==> src/rtl/modulation_demodulator.sv <==
// ASK/BPSK demodulator: integrates one symbol of centered samples, then decides a bit and packs bytes MSB-first.
// Latency: bit_valid one cycle after the edge accepting the final sample; sample_valid=0 stalls integration.
module modulation_demodulator #(
    parameter int SAMPLES_PER_BIT = 64,
    parameter int ASK_THRESH      = 32768
) (
    input  logic        clk,
    input  logic        reset,
    input  logic        enable,
    input  logic        mode,
    input  logic        sample_valid,
    input  logic [11:0] mod_sample,
    input  logic [11:0] ref_sample,
    output logic        bit_out,
    output logic        bit_valid,
    output logic [7:0]  byte_out,
    output logic        byte_valid,
    output logic        busy
);

    localparam int CW = $clog2(SAMPLES_PER_BIT + 1);
    localparam logic [CW-1:0] LAST_CNT = CW'(SAMPLES_PER_BIT - 1);
    localparam logic signed [32:0] ASK_T = 33'(ASK_THRESH);

    typedef enum logic [1:0] {
        IDLE      = 2'd0,
        INTEGRATE = 2'd1,
        DECIDE    = 2'd2
    } state_t;

    state_t            state, state_nxt;
    logic signed [32:0] acc, acc_nxt, acc_sum;
    logic [CW-1:0]     cnt, cnt_nxt;
    logic              mode_q, mode_nxt;
    logic              bit_nxt, bit_valid_nxt, decided;
    logic [7:0]        shreg, shreg_nxt, byte_nxt;
    logic [2:0]        bit_cnt, bit_cnt_nxt;
    logic              byte_valid_nxt;
    logic signed [32:0] term_latched, term_new;

    // Per-sample contribution: |m| for ASK, m*r for BPSK, both sign-extended to the accumulator width.
    function automatic logic signed [32:0] sample_term(input logic md, input logic [11:0] ms,
                                                       input logic [11:0] rs);
        logic signed [12:0] m, r;
        logic signed [24:0] m_ext, r_ext, prod;
        logic [12:0]        mag;
        m     = $signed({1'b0, ms}) - 13'sd2048;
        r     = $signed({1'b0, rs}) - 13'sd2048;
        m_ext = {{12{m[12]}}, m};
        r_ext = {{12{r[12]}}, r};
        prod  = m_ext * r_ext;
        mag   = m[12] ? 13'(-m) : 13'(m);
        if (md)
            return {{8{prod[24]}}, prod};
        else
            return $signed({20'd0, mag});
    endfunction

    assign term_latched = sample_term(mode_q, mod_sample, ref_sample);
    assign term_new     = sample_term(mode, mod_sample, ref_sample);
    assign acc_sum      = acc + term_latched;
    assign decided      = mode_q ? ~acc_sum[32] : (acc_sum >= ASK_T);
    assign busy         = (state != IDLE);

    always_comb begin
        state_nxt      = state;
        acc_nxt        = acc;
        cnt_nxt        = cnt;
        mode_nxt       = mode_q;
        bit_nxt        = bit_out;
        bit_valid_nxt  = 1'b0;
        shreg_nxt      = shreg;
        bit_cnt_nxt    = bit_cnt;
        byte_nxt       = byte_out;
        byte_valid_nxt = 1'b0;
        if (!enable) begin
            state_nxt   = IDLE;
            acc_nxt     = '0;
            cnt_nxt     = '0;
            shreg_nxt   = '0;
            bit_cnt_nxt = '0;
        end else begin
            case (state)
                IDLE: begin
                    if (sample_valid) begin
                        state_nxt = INTEGRATE;
                        mode_nxt  = mode;
                        acc_nxt   = term_new;
                        cnt_nxt   = CW'(1);
                    end
                end
                INTEGRATE: begin
                    if (sample_valid) begin
                        if (cnt == LAST_CNT) begin
                            // Decision registered here so bit_out is already valid during DECIDE.
                            state_nxt     = DECIDE;
                            acc_nxt       = '0;
                            cnt_nxt       = '0;
                            bit_nxt       = decided;
                            bit_valid_nxt = 1'b1;
                            shreg_nxt     = {shreg[6:0], decided};
                            bit_cnt_nxt   = bit_cnt + 3'd1;
                            if (bit_cnt == 3'd7) begin
                                byte_nxt       = {shreg[6:0], decided};
                                byte_valid_nxt = 1'b1;
                            end
                        end else begin
                            acc_nxt = acc_sum;
                            cnt_nxt = cnt + CW'(1);
                        end
                    end
                end
                DECIDE: begin
                    state_nxt = INTEGRATE;
                    if (sample_valid) begin
                        mode_nxt = mode;
                        acc_nxt  = term_new;
                        cnt_nxt  = CW'(1);
                    end else begin
                        mode_nxt = mode;
                        acc_nxt  = '0;
                        cnt_nxt  = '0;
                    end
                end
                default: state_nxt = IDLE;
            endcase
        end
    end

    always_ff @(posedge clk or posedge reset) begin
        if (reset) begin
            state      <= IDLE;
            acc        <= '0;
            cnt        <= '0;
            mode_q     <= 1'b0;
            bit_out    <= 1'b0;
            bit_valid  <= 1'b0;
            shreg      <= '0;
            bit_cnt    <= '0;
            byte_out   <= 8'h00;
            byte_valid <= 1'b0;
        end else begin
            state      <= state_nxt;
            acc        <= acc_nxt;
            cnt        <= cnt_nxt;
            mode_q     <= mode_nxt;
            bit_out    <= bit_nxt;
            bit_valid  <= bit_valid_nxt;
            shreg      <= shreg_nxt;
            bit_cnt    <= bit_cnt_nxt;
            byte_out   <= byte_nxt;
            byte_valid <= byte_valid_nxt;
        end
    end

endmodule

==> config.mk <==
export PLATFORM = sky130hd
export DESIGN_NAME = modulation_demodulator
export DESIGN_NICKNAME = d
export VERILOG_FILES = /design/src/rtl/modulation_demodulator.sv
export SDC_FILE = /design/constraint.sdc
export NUM_CORES = 1
export LEC_CHECK = 0
export BUFFER_PORTS_ARGS = -buffer_cell sky130_fd_sc_hd__buf_2
export CORE_MARGIN = 5
export CORE_UTILIZATION = 46
export DETAILED_ROUTE_END_ITERATION = 7
export PLACE_DENSITY = 0.68
export SYNTH_ARGS = -nofsm -noshare
export SYNTH_HDL_FRONTEND = slang
export SYNTH_SLANG_ARGS = --single-unit
==> constraint.sdc <==
create_clock -name clk -period 4.5 [get_ports clk]
set_clock_uncertainty 0.2 [all_clocks]
set_input_delay 0.675 -clock clk [delete_from_list [all_inputs] [get_ports clk]]
set_output_delay 0.675 -clock clk [all_outputs]
set_load 0.1 [all_outputs]
# Word level (Yosys, flattened, before mapping)
# Cells that the tools add are included.
[op_classes] n_reduce_logical=9 eq_ne=12 muxes=40 bitwise_logic=1 addsub=6 n_lt_le_gt_ge=1 mul=1
[ops] cell="33-bit 2-to-1 mux" count=7
[ops] cell="33-bit one-hot mux with 3 select lines" count=1
[ops] cell="7-bit 2-to-1 mux" count=8
[ops] cell="33-bit adder" count=1
[ops] cell="33-bit by 17-bit greater-or-equal comparator with 1-bit output, second input constant" count=1
[ops] cell="12-bit by 12-bit subtractor with 13-bit output, second input constant" count=2
[ops] cell="13-bit by 13-bit multiplier with 25-bit output" count=1
[ops] cell="7-bit one-hot mux with 3 select lines" count=1
[ops] cell="13-bit 2-to-1 mux" count=1
[ops] cell="13-bit negation" count=1
[ops] cell="1-bit 2-to-1 mux" count=12
[ops] cell="3-bit 2-to-1 mux" count=4
[ops] cell="3-bit AND reduction" count=4
[ops] cell="3-bit inequality test, second input constant" count=3
[ops] cell="2-bit 2-to-1 mux" count=4
[ops] cell="7-bit by 1-bit adder with 7-bit output, second input constant" count=1
[ops] cell="7-bit by 6-bit equality test with 1-bit output, second input constant" count=1
[ops] cell="2-bit by 1-bit inequality test with 1-bit output, second input constant" count=3
[ops] cell="2-bit one-hot mux with 3 select lines" count=1
[ops] cell="5-bit AND reduction" count=1
[ops] cell="4-bit by 1-bit inequality test with 1-bit output, second input constant" count=1
[ops] cell="4-bit AND reduction" count=1
[ops] cell="2-bit nonzero test" count=2
[ops] cell="3-bit by 1-bit adder with 3-bit output, second input constant" count=1
[ops] cell="7 further kinds" count=7
[word_totals] elab_cells=80 ff_bits=64

# Depth between registers and ports, before layout
[depth] ltp_word=11 mapped_depth=36 mapped_depth_nobuf=34

# Worst setup path before layout
# OpenSTA, ideal clock, no wires.
[synth_path] kind="input to register" from="input port mod_sample[11]" to="register bit_out" path_buffers=2 required_time_ns=4.174 stages=33 slack_ns=-4.542 arrival_time_ns=8.716 cell_sequence="clkbuf_1 -> clkbuf_1 -> nor2b_1 -> fa_1 -> inv_1 -> fa_1 -> inv_1 -> fa_1 -> fa_1 -> fa_1 -> ha_1 -> ha_1 -> nand2_1 -> o21ai_0 -> nand3_1 -> nand2_1 -> a211oi_1 -> o41a_1 -> nor2b_1 -> nor2_1 -> xnor2_1 -> nor2_1 -> ha_1 -> o21ai_0 -> o21ai_1 -> o22ai_1 -> or2_2 -> a21oi_1 -> o21ai_0 -> or4_1 -> nor4_4 -> a21oi_2 -> mux2_4"
[synth_between] elab_chain_cells=7 word_cells_on_any_way=9
[synth_lines] item="start, declared" line_no="12" source="input logic [11:0] mod_sample,"
[synth_lines] item="12-bit by 12-bit subtractor with 13-bit output *" line_no="47" source="m = $signed({1'b0, ms}) - 13'sd2048;"
[synth_lines] item="parallel branches: the longest is 2 deep, another holds 13-bit by 13-bit multiplier with 25-bit output"
[synth_lines] item="33-bit 2-to-1 mux *" line_no="53" source="if (md)"
[synth_lines] item="33-bit adder *" line_no="61" source="assign acc_sum = acc + term_latched;"
[synth_lines] item="33-bit by 17-bit greater-or-equal comparator with 1-bit output / 1-bit NOT (equally long branches)" line_no="62" source="assign decided = mode_q ? ~acc_sum[32] : (acc_sum >= ASK_T);"
[synth_lines] item="1-bit 2-to-1 mux *" line_no="62"
[synth_lines] item="end signal, assigned" line_no="147" source="bit_out <= bit_nxt;"
[synth_lines] item="end, declared" line_no="14" source="output logic bit_out,"
# Mark *: on every way between the ends.
# A chain may end at the register's enable or synchronous reset.

# Worst setup path after layout
[layout_path] from="input port mod_sample[8]" to="register byte_out[0]"
[layout_between] elab_chain_cells=7 word_cells_on_any_way=9
[layout_lines] item="12-bit by 12-bit subtractor with 13-bit output *" line_no="47"
[layout_lines] item="parallel branches: the longest is 2 deep, another holds 13-bit by 13-bit multiplier with 25-bit output"
[layout_lines] item="33-bit 2-to-1 mux *" line_no="53"
[layout_lines] item="33-bit adder *" line_no="61"
[layout_lines] item="33-bit by 17-bit greater-or-equal comparator with 1-bit output / 1-bit NOT (equally long branches)" line_no="62"
[layout_lines] item="1-bit 2-to-1 mux *" line_no="62"
[layout_lines] item="end signal, assigned" line_no="151" source="byte_out <= byte_nxt;"
[layout_lines] item="end, declared" line_no="16" source="output logic [7:0] byte_out,"
# Marked as above.

==> qor.csv <==
metric;value;unit
boundaryPins;41;
fin_crit_sh;187;%
rows;57;
drt_first_pass_iters;6;
h-tree-depth;3;
synth_top_area_share;27.1;%
yosysSeqAreaShare;14.2;%
start_util;46.7;%
crit_path_start_kind;primary input;
hp-class;in2async;
clkLatencyLatePin;0.35;ns
layout-drive-gt1-share;45.0;%
via_per_inst;5.86;
synth_largest_area_cell;fa_1;
cts_buffers;9;
fin_ws;-3.90;ns
grt_max_degree;34;
grt_usage;24.1;%
ant_nets;0;
cts.sinks;64;
hpwl;24200;µm
syn_nets;1577;
cp_max_fo;5;
cts_tree;done;
synth_cells;1291;
max-cap-violations;0;
status;finished, violations left;
ys_types;78;
area_growth;49.7;%
grt_antenna_before_repair;0;
antenna_cells;0;
path_class;in2reg;
clock_path_buffers;2;
grt_pass1_wl;55700;µm
rr_worst_depth;14;
drt_wl_total;39400;µm
hold_slack;0.264;ns
gr-total-overflow;0;
fin_crit;8.40;ns
slew_viol_final;0;
ys_warn_count;0;
synth_area;11300;µm²
crit_arrival;8.42;ns
drt_iter0_drc;1112;
synth_edf_count;0;
rsz0062_at_grt;yes;
yosys_register_bits;64;
critPathMaxStageDelay;0.59;ns
clkTransAtPathRegs;0.07;ns
required;4.52;ns
final_nets;1931;
slew-limit-headroom;32.4;%
clockRootBuffer;clkbuf_16;
die_y;167;µm
wl_per_cell;20.0;µm
drc;0;
hold_viol_final;0;
slowest_stage;fa_1;
dieArea;27800;µm²
critPathMostFrequentCell;buf_6;
avgSynthCellArea;8.76;µm²
synth_area_leaders;fa_1, dfrtp_1, ha_1, inv_1, nand2_1;
cts_hold_buf;0;
grt_pass1_vias;11500;
violations;negative setup slack;
worstSetupEndpointType;register;
async_flop_share;100;%
worst_pin_slew;1.01;ns
port_buffers;40;
vias;11600;
core_area;24200;µm²
setup_viol;31;
ys.flop_type;dfrtp_1;
chipWidth;167;µm
gp_congestion;0.893;
max_freq;119;MHz
## worst max-delay path, delay by kind of cell
kind,cells,cell delay [ns]
XOR/XNOR,2,0.31
buffers and inverters,10,1.16
AO/OA/AOI/OAI,10,1.73
multiplexers,1,0.27
adder cells (fa/ha/maj),8,3.20
AND/OR/NAND/NOR,5,1.03
## kinds of logic (layout without fill, tap and decap cells)
group | Yosys count | after routing | share of synthesized area, %
flip-flops | 64 | 64 | 14.2
multiplexers | 22 | 22 | 2.19
XOR/XNOR | 64 | 64 | 5.08
adder cells (fa/ha/maj) | 257 | 257 | 38.6
AO/OA/AOI/OAI | 252 | 252 | 14.3
buffers and inverters | 235 | 594 | 8.32
AND/OR/NAND/NOR | 397 | 397 | 17.4
## per-stage QoR
step	instance area, µm²	setup WS (ns)	util (%)	instances	setup TNS [ns]
floorplan	11900	-3.61	-	1291	-73.75
finish	16900	-3.90	69.8	1974	-84.20
global route	16900	-4.09	69.8	1974	-89.82
CTS	15800	-3.59	65.2	1938	-75.33
global placement	14000	-3.99	57.7	1853	-89.46
detailed placement	14000	-4.12	57.7	1853	-92.17
## sequential cells by signal (all words and copies together), names as in the netlist
name	cells
acc	33
byte_out	8
cnt	7
shreg	7
bit_cnt	3
state	2
bit_out	1
bit_valid	1
byte_valid	1
mode_q	1
## per-layer routing
metal | routed length [µm] | GRT usage, % | vias to the layer above
li1 | - | - | 4948
met1 | 14800 | 30.7 | 5789
met2 | 19900 | 42.6 | 635
met3 | 2530 | 2.89 | 195
met4 | 2130 | 7.86 | 0
met5 | 0 | 0 | -
## timing repair
item                       CTS  global route
resized for setup          213           188
cloned                       0             0
setup buffers               73            55
setup endpoints to repair   32            32
pin swaps                  130           174
## final timing paths
check | from | slack [ns] | to
min | reset | 0.26 | acc[1]
max in group asynchronous | reset | 2.88 | acc[26]
max | mod_sample[8] | -3.90 | byte_out[0]
max reg2reg | mode_q | -0.03 | byte_out[0]
min reg2reg | byte_out[3] | 0.30 | byte_out[3]
min in group clk | byte_out[3] | 0.30 | byte_out[3]
## cells in the mapped netlist (all sizes together), types with 8 or more instances
cell,number
xor2,23
xnor2,40
mux2,16
nand3,13
clkbuf,48
dfrtp,64
a211oi,13
fa,153
o21a,8
a21oi,87
ha,104
a22oi,9
nand4,8
nand2b,13
a21o,10
nand2,139
and3,8
inv,181
o21ai,64
and2,65
nor3,18
nor2,86
nor2b,20
## cells in the final DEF, fill, tap and decap left out, drive strengths merged, types with 4 or more instances in the layout
cell,instances
buf,393
inv,182
fa,153
nand2,139
ha,104
a21oi,87
nor2,86
and2,65
dfrtp,64
o21ai,64
xnor2,40
xor2,23
nor2b,20
nor3,18
mux2,16
nand2b,13
nand3,13
a211oi,13
clkbuf,11
a21o,10
a22oi,9
nand4,8
o21a,8
and3,8
o211ai,6
mux2i,6
o21bai,6
o221ai,6
or4,5
or2,5
a31oi,5
a21boi,4
nand3b,4
clkinv,4
o2111ai,4
## cell type report
type                       instances  area (µm²)
multi-input combinational        992       10600
fill                            1575        7310
timing repair buffer             395        3280
sequential                        64        1600
inverter                         183         693
tap                              324         405
clock buffer                       9         225
clock inverter                     7         103
Power is not shown: default switching activity piles up to over one toggle a cycle in this logic, so the estimate is an artifact.
